--- src/rtl/otter_io_pkg.sv ---
// Shared definitions for the OTTER MMIO UART transmitter: register offsets,
// STATUS/CTRL bit positions and the transmit state encoding.
package otter_io_pkg;

    localparam logic [3:0] OFF_TXDATA = 4'h0;
    localparam logic [3:0] OFF_STATUS = 4'h4;
    localparam logic [3:0] OFF_CTRL   = 4'h8;
    localparam logic [3:0] OFF_BAUD   = 4'hC;

    localparam int unsigned ST_EMPTY = 8;
    localparam int unsigned ST_FULL  = 9;
    localparam int unsigned ST_BUSY  = 10;
    localparam int unsigned ST_OVF   = 11;

    localparam int unsigned CT_TX_EN   = 0;
    localparam int unsigned CT_FLUSH   = 1;
    localparam int unsigned CT_CLR_OVF = 2;
    localparam int unsigned CT_IRQ_EN  = 3;

    typedef enum logic [1:0] {
        TX_IDLE,
        TX_START,
        TX_DATA,
        TX_STOP
    } tx_state_t;

endpackage

--- src/rtl/sync_fifo.sv ---
// Single-clock FIFO with occupancy count. A push into a full FIFO is only
// taken when a pop happens in the same cycle; flush empties it and discards
// any same-cycle push.
module sync_fifo #(
    parameter int unsigned WIDTH = 8,
    parameter int unsigned DEPTH = 16,
    localparam int unsigned AW = $clog2(DEPTH),
    localparam int unsigned CW = AW + 1
) (
    input  logic             clk,
    input  logic             rst_n,
    input  logic             push,
    input  logic             pop,
    input  logic             flush,
    input  logic [WIDTH-1:0] wdata,
    output logic [WIDTH-1:0] rdata,
    output logic             full,
    output logic             empty,
    output logic [CW-1:0]    count
);

    logic [WIDTH-1:0] mem [DEPTH];
    logic [AW-1:0]    wr_ptr;
    logic [AW-1:0]    rd_ptr;
    logic             do_push;
    logic             do_pop;

    assign full    = (count == CW'(DEPTH));
    assign empty   = (count == '0);
    assign rdata   = mem[rd_ptr];
    assign do_pop  = pop && !empty;
    assign do_push = push && !flush && (!full || do_pop);

    // Storage array; written only on accepted pushes
    always_ff @(posedge clk) begin
        if (do_push) begin
            mem[wr_ptr] <= wdata;
        end
    end

    // Pointer and occupancy bookkeeping
    always_ff @(posedge clk or negedge rst_n) begin
        if (!rst_n) begin
            wr_ptr <= '0;
            rd_ptr <= '0;
            count  <= '0;
        end else if (flush) begin
            wr_ptr <= '0;
            rd_ptr <= '0;
            count  <= '0;
        end else begin
            if (do_push) wr_ptr <= wr_ptr + 1'b1;
            if (do_pop)  rd_ptr <= rd_ptr + 1'b1;
            count <= count + CW'(do_push) - CW'(do_pop);
        end
    end

endmodule

--- src/rtl/iobus_uart_tx.sv ---
// Memory-mapped 8N1 UART transmitter on the OTTER MMIO bus. Bytes written to
// TXDATA are queued in a FIFO and shifted out LSB first on TX.
module iobus_uart_tx
    import otter_io_pkg::*;
#(
    parameter logic [31:0] BASE_ADDR  = 32'h1100_0100,
    parameter int unsigned CLK_RATE   = 50,
    parameter int unsigned BAUD       = 115200,
    parameter int unsigned FIFO_DEPTH = 16
) (
    input  logic        CLK,
    input  logic        RESET_N,
    input  logic [31:0] IOBUS_ADDR,
    input  logic [31:0] IOBUS_OUT,
    input  logic        IOBUS_WR,
    output logic [31:0] IOBUS_IN,
    output logic        TX,
    output logic        IRQ
);

    localparam int unsigned CW            = $clog2(FIFO_DEPTH) + 1;
    localparam int unsigned RESET_DIV_INT = CLK_RATE * 1_000_000 / BAUD;
    localparam logic [15:0] RESET_DIV     = RESET_DIV_INT[15:0];

    logic          sel;
    logic [3:0]    off;
    logic          wr_txdata;
    logic          wr_ctrl;
    logic          wr_baud;
    logic          flush;
    logic          clr_ovf;
    logic          push;
    logic          pop;
    logic          ovf_event;

    logic          tx_en;
    logic          irq_en;
    logic [15:0]   baud_div;
    logic [15:0]   eff_div;
    logic          overflow;

    logic [7:0]    fifo_data;
    logic          fifo_full;
    logic          fifo_empty;
    logic [CW-1:0] fifo_count;

    tx_state_t     state;
    logic [7:0]    shift;
    logic [2:0]    bit_cnt;
    logic [15:0]   baud_cnt;
    logic [15:0]   div_lat;

    logic          unused_bits;
    assign unused_bits = ^IOBUS_OUT[31:16];

    assign sel       = (IOBUS_ADDR[31:4] == BASE_ADDR[31:4]);
    assign off       = IOBUS_ADDR[3:0];
    assign wr_txdata = IOBUS_WR && sel && (off == OFF_TXDATA);
    assign wr_ctrl   = IOBUS_WR && sel && (off == OFF_CTRL);
    assign wr_baud   = IOBUS_WR && sel && (off == OFF_BAUD);
    assign flush     = wr_ctrl && IOBUS_OUT[CT_FLUSH];
    assign clr_ovf   = wr_ctrl && IOBUS_OUT[CT_CLR_OVF];
    assign push      = wr_txdata;
    assign eff_div   = (baud_div < 16'd2) ? 16'd2 : baud_div;

    // A new frame may start from IDLE or in the last STOP cycle, giving
    // back-to-back frames without an idle bit between them.
    assign pop = tx_en && !fifo_empty &&
                 ((state == TX_IDLE) || ((state == TX_STOP) && (baud_cnt == '0)));

    assign ovf_event = push && !flush && fifo_full && !pop;

    sync_fifo #(
        .WIDTH (8),
        .DEPTH (FIFO_DEPTH)
    ) u_fifo (
        .clk   (CLK),
        .rst_n (RESET_N),
        .push  (push),
        .pop   (pop),
        .flush (flush),
        .wdata (IOBUS_OUT[7:0]),
        .rdata (fifo_data),
        .full  (fifo_full),
        .empty (fifo_empty),
        .count (fifo_count)
    );

    // Configuration registers and sticky overflow flag (set beats clear)
    always_ff @(posedge CLK or negedge RESET_N) begin
        if (!RESET_N) begin
            tx_en    <= 1'b1;
            irq_en   <= 1'b0;
            baud_div <= RESET_DIV;
            overflow <= 1'b0;
        end else begin
            if (wr_ctrl) begin
                tx_en  <= IOBUS_OUT[CT_TX_EN];
                irq_en <= IOBUS_OUT[CT_IRQ_EN];
            end
            if (wr_baud) begin
                baud_div <= IOBUS_OUT[15:0];
            end
            if (ovf_event) begin
                overflow <= 1'b1;
            end else if (clr_ovf) begin
                overflow <= 1'b0;
            end
        end
    end

    // Transmit FSM; TX is registered from the current state, so the line
    // trails the state by one cycle uniformly across every bit.
    always_ff @(posedge CLK or negedge RESET_N) begin
        if (!RESET_N) begin
            state    <= TX_IDLE;
            TX       <= 1'b1;
            shift    <= '0;
            bit_cnt  <= '0;
            baud_cnt <= '0;
            div_lat  <= RESET_DIV;
        end else begin
            unique case (state)
                TX_START: TX <= 1'b0;
                TX_DATA:  TX <= shift[0];
                default:  TX <= 1'b1;
            endcase

            if (pop) begin
                shift    <= fifo_data;
                div_lat  <= eff_div;
                baud_cnt <= eff_div - 16'd1;
                state    <= TX_START;
            end else begin
                unique case (state)
                    TX_IDLE: begin
                        state <= TX_IDLE;
                    end
                    TX_START: begin
                        if (baud_cnt == '0) begin
                            baud_cnt <= div_lat - 16'd1;
                            bit_cnt  <= '0;
                            state    <= TX_DATA;
                        end else begin
                            baud_cnt <= baud_cnt - 16'd1;
                        end
                    end
                    TX_DATA: begin
                        if (baud_cnt == '0) begin
                            baud_cnt <= div_lat - 16'd1;
                            shift    <= {1'b0, shift[7:1]};
                            bit_cnt  <= bit_cnt + 3'd1;
                            if (bit_cnt == 3'd7) begin
                                state <= TX_STOP;
                            end
                        end else begin
                            baud_cnt <= baud_cnt - 16'd1;
                        end
                    end
                    TX_STOP: begin
                        if (baud_cnt == '0) begin
                            state <= TX_IDLE;
                        end else begin
                            baud_cnt <= baud_cnt - 16'd1;
                        end
                    end
                endcase
            end
        end
    end

    // Registered interrupt: transmitter drained and idle
    always_ff @(posedge CLK or negedge RESET_N) begin
        if (!RESET_N) begin
            IRQ <= 1'b0;
        end else begin
            IRQ <= irq_en && fifo_empty && (state == TX_IDLE);
        end
    end

    // Read mux; zero outside the window so several responders can be ORed
    always_comb begin
        IOBUS_IN = '0;
        if (sel) begin
            unique case (off)
                OFF_STATUS: begin
                    IOBUS_IN[4:0]    = 5'(fifo_count);
                    IOBUS_IN[ST_EMPTY] = fifo_empty;
                    IOBUS_IN[ST_FULL]  = fifo_full;
                    IOBUS_IN[ST_BUSY]  = (state != TX_IDLE);
                    IOBUS_IN[ST_OVF]   = overflow;
                end
                OFF_CTRL: begin
                    IOBUS_IN[CT_TX_EN]  = tx_en;
                    IOBUS_IN[CT_IRQ_EN] = irq_en;
                end
                OFF_BAUD: begin
                    IOBUS_IN[15:0] = baud_div;
                end
                default: begin
                    IOBUS_IN = '0;
                end
            endcase
        end
    end

endmodule
--- config.mk ---
export PLATFORM = sky130hd
export DESIGN_NAME = iobus_uart_tx
export DESIGN_NICKNAME = d
export VERILOG_FILES = /design/src/rtl/otter_io_pkg.sv /design/src/rtl/sync_fifo.sv /design/src/rtl/iobus_uart_tx.sv
export SDC_FILE = /design/constraint.sdc
export NUM_CORES = 1
export LEC_CHECK = 0
export BUFFER_PORTS_ARGS = -buffer_cell sky130_fd_sc_hd__buf_4
export CAP_MARGIN = 40
export CELL_PAD_IN_SITES_DETAIL_PLACEMENT = 0
export CELL_PAD_IN_SITES_GLOBAL_PLACEMENT = 1
export CORE_MARGIN = 3
export CORE_UTILIZATION = 52
export CTS_CLUSTER_DIAMETER = 100
export DETAILED_ROUTE_END_ITERATION = 6
export GPL_TIMING_DRIVEN = 0
export HOLD_SLACK_MARGIN = 0.1
export PLACE_DENSITY_LB_ADDON = 0.1
export SLEW_MARGIN = 10
export SYNTH_ARGS = -nofsm -noshare
export SYNTH_HDL_FRONTEND = slang
export SYNTH_SLANG_ARGS = --single-unit
--- constraint.sdc ---
create_clock -name CLK -period 10.8 [get_ports CLK]
set_input_delay 1.08 -clock CLK [delete_from_list [all_inputs] [get_ports CLK]]
set_output_delay 1.08 -clock CLK [all_outputs]
set_load 0.02 [all_outputs]
# --- Word-level counts from Yosys, hierarchy flattened ---
# Memories as Yosys holds them, arrays and structs flattened.
# Cells that the tools add are included.
totals:
  reg_bits: 79
  latchBits: 0
  ram_bits: 128
  mem_bits_ro: 0
  in_bits: 67
  mem_count: 1
mem_list:
  columns: ["name", "depth", "width", "read_ports", "rd_ports_with_merged_regs", "wr", "line", "text"]
  rows:
  - ["u_fifo.mem", 16, 8, 1, 0, 1, "sync_fifo.sv:22", "logic [WIDTH-1:0] mem [DEPTH];"]
classes:
  addsub: 8
  n_mul: 0
  div_mod_pow: 0
  order_cmp: 1
  eq_ne: 16
  n_shift: 0
  n_mux: 35
  bitwise: 1
  reduce_logical: 39
op_table:
  columns: ["op", "n"]
  rows:
  - ["2-to-1 mux 16 bit", 5]
  - ["subtractor 16 x 1 -> 16 bit (second input constant)", 3]
  - ["one-hot mux 16 bit (2 select lines)", 1]
  - ["== test 28 x 25 -> 1 bit (second input constant)", 1]
  - ["2-to-1 mux 8 bit", 3]
  - ["2-to-1 mux 4 bit", 5]
  - ["logical AND 1 bit", 16]
  - ["logical NOT 16 bit", 1]
  - ["less-than comparator 16 x 2 -> 1 bit (second input constant)", 1]
  - ["nonzero test 2 bit", 7]
  - ["!= test 3 bit (second input constant)", 4]
  - ["2-to-1 mux 2 bit", 5]
  - ["2-to-1 mux 3 bit", 3]
  - ["adder 4 x 1 -> 4 bit (second input constant)", 2]
  - ["== test 4 bit (second input constant)", 2]
  - ["one-hot mux 2 bit (4 select lines)", 1]
  - ["one-hot mux 4 bit (2 select lines)", 1]
  - ["AND reduction 4 bit", 2]
  - ["one-hot mux 1 bit (3 select lines)", 2]
  - ["one-hot mux 3 bit (2 select lines)", 1]
  - ["adder 5 x 1 -> 5 bit", 1]
  - ["== test 5 bit (second input constant)", 1]
  - ["logical NOT 5 bit", 1]
  - ["2-to-1 mux 5 bit", 1]
  - ["19 further kinds", 30]

# --- Longest topological paths before layout ---
depth:
  word_depth: 10
  mapped_depth: 19
  ltp_nobuf: 16

# --- By module ---
# A second synthesis with hierarchy kept.
hier_totals:
  cells_unflattened: 831
  hier_area_um2: 10273.6
by_module_without_submodules:
  columns: ["module", "n_inst", "cells_per_inst", "area_per_inst_um2"]
  rows:
  - ["sync_fifo", 1, 335, 5893.2]
  - ["iobus_uart_tx", 1, 496, 4380.5]

# --- Worst setup path before layout ---
# No wires, ideal clock.
synth_timing:
  path_type: "input to register"
  startpoint: "input port IOBUS_ADDR[14]"
  endpoint: "register u_fifo.count[4]"
  setup_time_ps: 135
  arrival_time_ps: 3538
  path_slack_ps: 7127
  path_stages: 13
  path_buffers: 1
  path_cell_list: "nor4b_1 > nand4_1 > or3_1 > a2111oi_4 > buf_6 > ha_1 > inv_1 > fa_1 > inv_1 > a21oi_1 > nor2_1 > or3_1 > a21oi_1"
synth_between:
  elab_chain_len: 10
synth_lines:
  columns: ["element", "line", "text"]
  rows:
  - ["start, declared", "iobus_uart_tx.sv:13", "input logic [31:0] IOBUS_ADDR,"]
  - ["== test 28 x 25 -> 1 bit *", "iobus_uart_tx.sv:56", "assign sel = (IOBUS_ADDR[31:4] == BASE_ADDR[31:4]);"]
  - ["logical AND 1 bit *", "iobus_uart_tx.sv:58, iobus_uart_tx.sv:59", null]
  - ["logical AND 1 bit", "iobus_uart_tx.sv:59", "assign wr_ctrl = IOBUS_WR && sel && (off == OFF_CTRL);"]
  - ["logical AND 1 bit", "iobus_uart_tx.sv:61", "assign flush = wr_ctrl && IOBUS_OUT[CT_FLUSH];"]
  - ["logical NOT 1 bit", "sync_fifo.sv:32", "assign do_push = push && !flush && (!full || do_pop);"]
  - ["logical AND 1 bit (2 in a row)", "sync_fifo.sv:32", null]
  - ["adder 5 x 1 -> 5 bit", "sync_fifo.sv:54", "count <= count + CW'(do_push) - CW'(do_pop);"]
  - ["subtractor 5 x 1 -> 5 bit", "sync_fifo.sv:54", null]
  - ["2-to-1 mux 5 bit *", "sync_fifo.sv:47", "end else if (flush) begin"]
  - ["end signal, assigned", "sync_fifo.sv:54", null]
  - ["end, declared", "sync_fifo.sv:19", "output logic [CW-1:0] count"]
# Every way passes the cells marked *; elsewhere a longest branch is shown, timed or not.
# A chain may end at the register's enable or synchronous reset.

# --- Worst setup path after layout ---
layout_timing:
  startpoint: "register u_fifo.count[2]"
  endpoint: "register u_fifo.count[4]"
layout_between:
  elab_chain_len: 10
layout_lines:
  columns: ["element", "line", "text"]
  rows:
  - ["logical NOT 5 bit", "sync_fifo.sv:29", "assign empty = (count == '0);"]
  - ["logical NOT 1 bit", "sync_fifo.sv:31, iobus_uart_tx.sv:68", null]
  - ["logical AND 1 bit (2 in a row)", "iobus_uart_tx.sv:68", "assign pop = tx_en && !fifo_empty &&"]
  - ["logical AND 1 bit", "sync_fifo.sv:31", "assign do_pop = pop && !empty;"]
  - ["logical OR 1 bit", "sync_fifo.sv:32", null]
  - ["logical AND 1 bit", "sync_fifo.sv:32", null]
  - ["adder 5 x 1 -> 5 bit", "sync_fifo.sv:54", null]
  - ["subtractor 5 x 1 -> 5 bit *", "sync_fifo.sv:54", null]
  - ["2-to-1 mux 5 bit *", "sync_fifo.sv:47", null]
# Marks and branches as above.

==> results.sh <==
export IMPL_status="finished clean"
export IMPL_grt_max_degree=56
export IMPL_timing_fmax_mhz=225
export IMPL_drt_iter0_drc=540
export IMPL_wire_per_inst_um=20.7
export IMPL_crit_type="register to register"
export IMPL_num_vias=6696
export IMPL_hold_path_class="register to register"
export IMPL_critical_path_startpoint="u_fifo.count[2]"
export IMPL_slew_headroom_pct=43.8
export IMPL_antenna_found_initial=0
export IMPL_clock_latency_ns=0.51
export IMPL_r2r_start="u_fifo.count[2]"
export IMPL_path_clk_slew_ns=0.06
export IMPL_fin_nets=976
export IMPL_grt_pass1_vias=6740
export IMPL_clock_sinks=207
export IMPL_cts_setup_buffers=0
export IMPL_synth_edf_count=128
export IMPL_dieHeight_um=145
export IMPL_ys_async_sr_fraction_pct=38.2
export IMPL_pwr_density_cell_nw_per_um2=137
export IMPL_p_leak_nw=4.90
export IMPL_worst_pin_slew_ns=0.831
export IMPL_setup_viol=0
export IMPL_cts_root_buf="clkbuf_16"
export IMPL_clk_path_buf_depth=3
export IMPL_die_w_um=145
export IMPL_fp_coreArea_um2=18900
export IMPL_cap_violations=0
export IMPL_synthCells=778
export IMPL_io_pin_count=101
export IMPL_ant_nets=0
export IMPL_cp_max_fo=10
export IMPL_vdd_drop_max_mv=0.117
export IMPL_synth_area_um2=10100
export IMPL_hp_start="div_lat[8]"
export IMPL_port_buffer_count=67
export IMPL_synth_seq_cells=207
export IMPL_final_seq_area_um2=5840
export IMPL_drive_gt1_share_pct=22.9
export IMPL_ys_types=65
export IMPL_rows=50
export IMPL_avgViaCountPerCell=5.77
export IMPL_syn_to_final_growth_pct=16.0
export IMPL_htree_levels=1
export IMPL_gr_total_overflow=0
export IMPL_required_ns=11.22
export IMPL_critPathLaunchType="register"
export IMPL_finalHoldViolCount=0
export IMPL_die_area_um2=21100
export IMPL_synth_flop_cell="edfxtp_1"
export IMPL_min_period_ns=4.44
export IMPL_multi_input_area_um2=3910
export IMPL_numCtsBuffers=22
export IMPL_fill_cells=1496
export IMPL_initial_core_util_pct=53.4
export IMPL_grt_first_pass_wirelength_mm=38.2
export IMPL_cts_hold_buffers_added=0
export IMPL_end_kind="register"
export IMPL_place_congestion=0.869
export IMPL_post_route_util_pct=62.0
export IMPL_yosys_warnings=0
export IMPL_arrival_ns=4.86
export IMPL_num_antenna_cells=0
export IMPL_place_hpwl_mm=17.2
export IMPL_timing_final_crit_share_pct=41.1
export IMPL_fin_skew_ns=0.0172
export IMPL_drc=0
export IMPL_syn_area_per_cell_um2=13.0
export IMPL_drv_slew=0
export IMPL_drt_total_wl_mm=24.1
export IMPL_drt_pass1_iter_count=5
export IMPL_ys_seq_area_share_pct=57.8
export IMPL_grtUsageTotal_pct=22.9
export IMPL_cts_resized=0
export IMPL_rsz0062_at_grt="no"
export IMPL_tns_ns=0
export IMPL_cts_tree="done"
power breakdown:
| group | total (mW) | leakage, nW | switching, mW | internal [mW] |
|---|---|---|---|---|
| registers | 0.842 | 2.16 | 0.0000156 | 0.842 |
| logic | 0.0430 | 2.41 | 0.0254 | 0.0177 |
| clock network | 0.718 | 0.329 | 0.299 | 0.420 |
| total | 1.60 | 4.90 | 0.324 | 1.28 |
final cells by class:
class                   count  share of cell area, %
plain buffers              56                   2.81
clock buffers              24                   4.76
clock inverters            14                   1.09
inverters                  22                  0.705
multi-input cells         508                   33.4
flip-flops and latches    207                   49.8
well taps                 260                   2.78
repair buffers             70                   4.67
state kept, by name (all words and copies together), names as in the netlist, 3 cells and up:
name,count
shift,8
bit_cnt,3
div_lat,16
u_fifo.wr_ptr,4
baud_cnt,16
u_fifo.mem,128
baud_div,16
u_fifo.rd_ptr,4
u_fifo.count,5
critical path, cell delays in order (launching register included):
cell	delay, ns
dfrtp_1	0.41
inv_1	0.09
ha_1	0.17
or4b_1	0.62
and2_1	0.30
a31oi_4	0.37
inv_1	0.09
buf_2	0.21
buf_1	0.37
ha_1	0.42
inv_1	0.04
ha_1	0.20
inv_1	0.07
fa_1	0.21
inv_1	0.06
a21oi_1	0.15
nor2_1	0.07
or3_1	0.34
a21oi_1	0.14
kinds of logic after synthesis:
group           synth area share [%]
buf+inv                         4.08
flops                           57.8
simple gates                    13.3
fa+ha+maj                       2.80
other cells                   0.0371
xor+xnor                        3.38
mux                             12.5
compound gates                  6.10
cells in the mapped netlist, types with 3 or more instances:
library cell | instances | area, µm²
inv_1 | 22 | 82.6
a211oi_1 | 3 | 22.5
a22oi_1 | 3 | 22.5
xnor2_1 | 23 | 201
nand2_1 | 96 | 360
o21ai_0 | 26 | 130
nor4_1 | 12 | 75.1
nand4_1 | 11 | 68.8
or3_1 | 5 | 31.3
nor3_1 | 10 | 50.1
mux2_2 | 10 | 113
mux2_1 | 10 | 113
and3_1 | 16 | 100
or4_1 | 5 | 37.5
and2_1 | 12 | 75.1
nor4b_1 | 5 | 43.8
a21oi_1 | 18 | 90.1
buf_4 | 18 | 135
dfstp_2 | 12 | 315
edfxtp_1 | 128 | 3840
ha_1 | 21 | 263
nand3_1 | 15 | 75.1
buf_6 | 3 | 33.8
o31ai_1 | 4 | 30.0
buf_2 | 14 | 70.1
mux2i_1 | 14 | 140
a22o_1 | 5 | 43.8
xor2_1 | 16 | 140
dfrtp_1 | 67 | 1680
nor2_1 | 57 | 214
and4_1 | 7 | 61.3
or2_2 | 4 | 25.0
mux4_2 | 40 | 901
clkbuf_1 | 16 | 60.1
a31oi_1 | 7 | 43.8
a2111oi_0 | 4 | 35.0
buf_1 | 4 | 15.0
routing by layer:
| layer | GRT usage, % | share of wire, % | wire (µm) |
|---|---|---|---|
| met1 | 34.5 | 45 | 10900 |
| met2 | 35.6 | 46 | 11100 |
| met3 | 3.77 | 6.9 | 1660 |
| met4 | 4.80 | 1.6 | 392 |
| met5 | 0 | 0 | 0 |
final timing paths:
| kind | slack (ns) | cells past startpoint | end |
|---|---|---|---|
| max in group asynchronous | 9.65 | 2 | baud_div[7] |
| worst min-delay path | 0.48 | 2 | div_lat[8] |
| worst max register to register | 6.36 | 18 | u_fifo.count[4] |
| worst max-delay path | 6.36 | 18 | u_fifo.count[4] |
| min in group asynchronous | 0.49 | 1 | state[1] |
| worst min register to register | 0.48 | 2 | div_lat[8] |
through the flow:
step | instance area, µm² | setup slack [ns] | cells | power, mW | hold WS (ns)
global route | 11700 | 6.15 | 1161 | 1.65 | 0.503
finish | 11700 | 6.36 | 1161 | 1.60 | 0.482
detailed placement | 11000 | 6.36 | 1123 | 0.901 | 0.472
floorplan | 10200 | 7.13 | 793 | 0.871 | 0.451
CTS | 11700 | 6.36 | 1161 | 1.62 | 0.482
global placement | 11000 | 6.46 | 1120 | 0.899 | 0.460
cell usage in the layout, fill, tap and decap left out, types with 7 or more instances in the layout:
cell type / instances
edfxtp_1: 128
nand2_1: 96
buf_4: 85
dfrtp_1: 67
nor2_1: 57
mux4_2: 40
o21ai_0: 26
xnor2_1: 23
inv_1: 22
clkbuf_16: 22
ha_1: 21
clkbuf_1: 18
a21oi_1: 18
and3_1: 16
xor2_1: 16
conb_1: 16
buf_2: 15
nand3_1: 15
mux2i_1: 14
dfstp_2: 12
and2_1: 12
nor4_1: 12
nand4_1: 11
nor3_1: 10
mux2_1: 10
mux2_2: 10
clkinv_1: 8
and4_1: 7
a31oi_1: 7
Note: power is estimated with default switching activity, not from simulation.
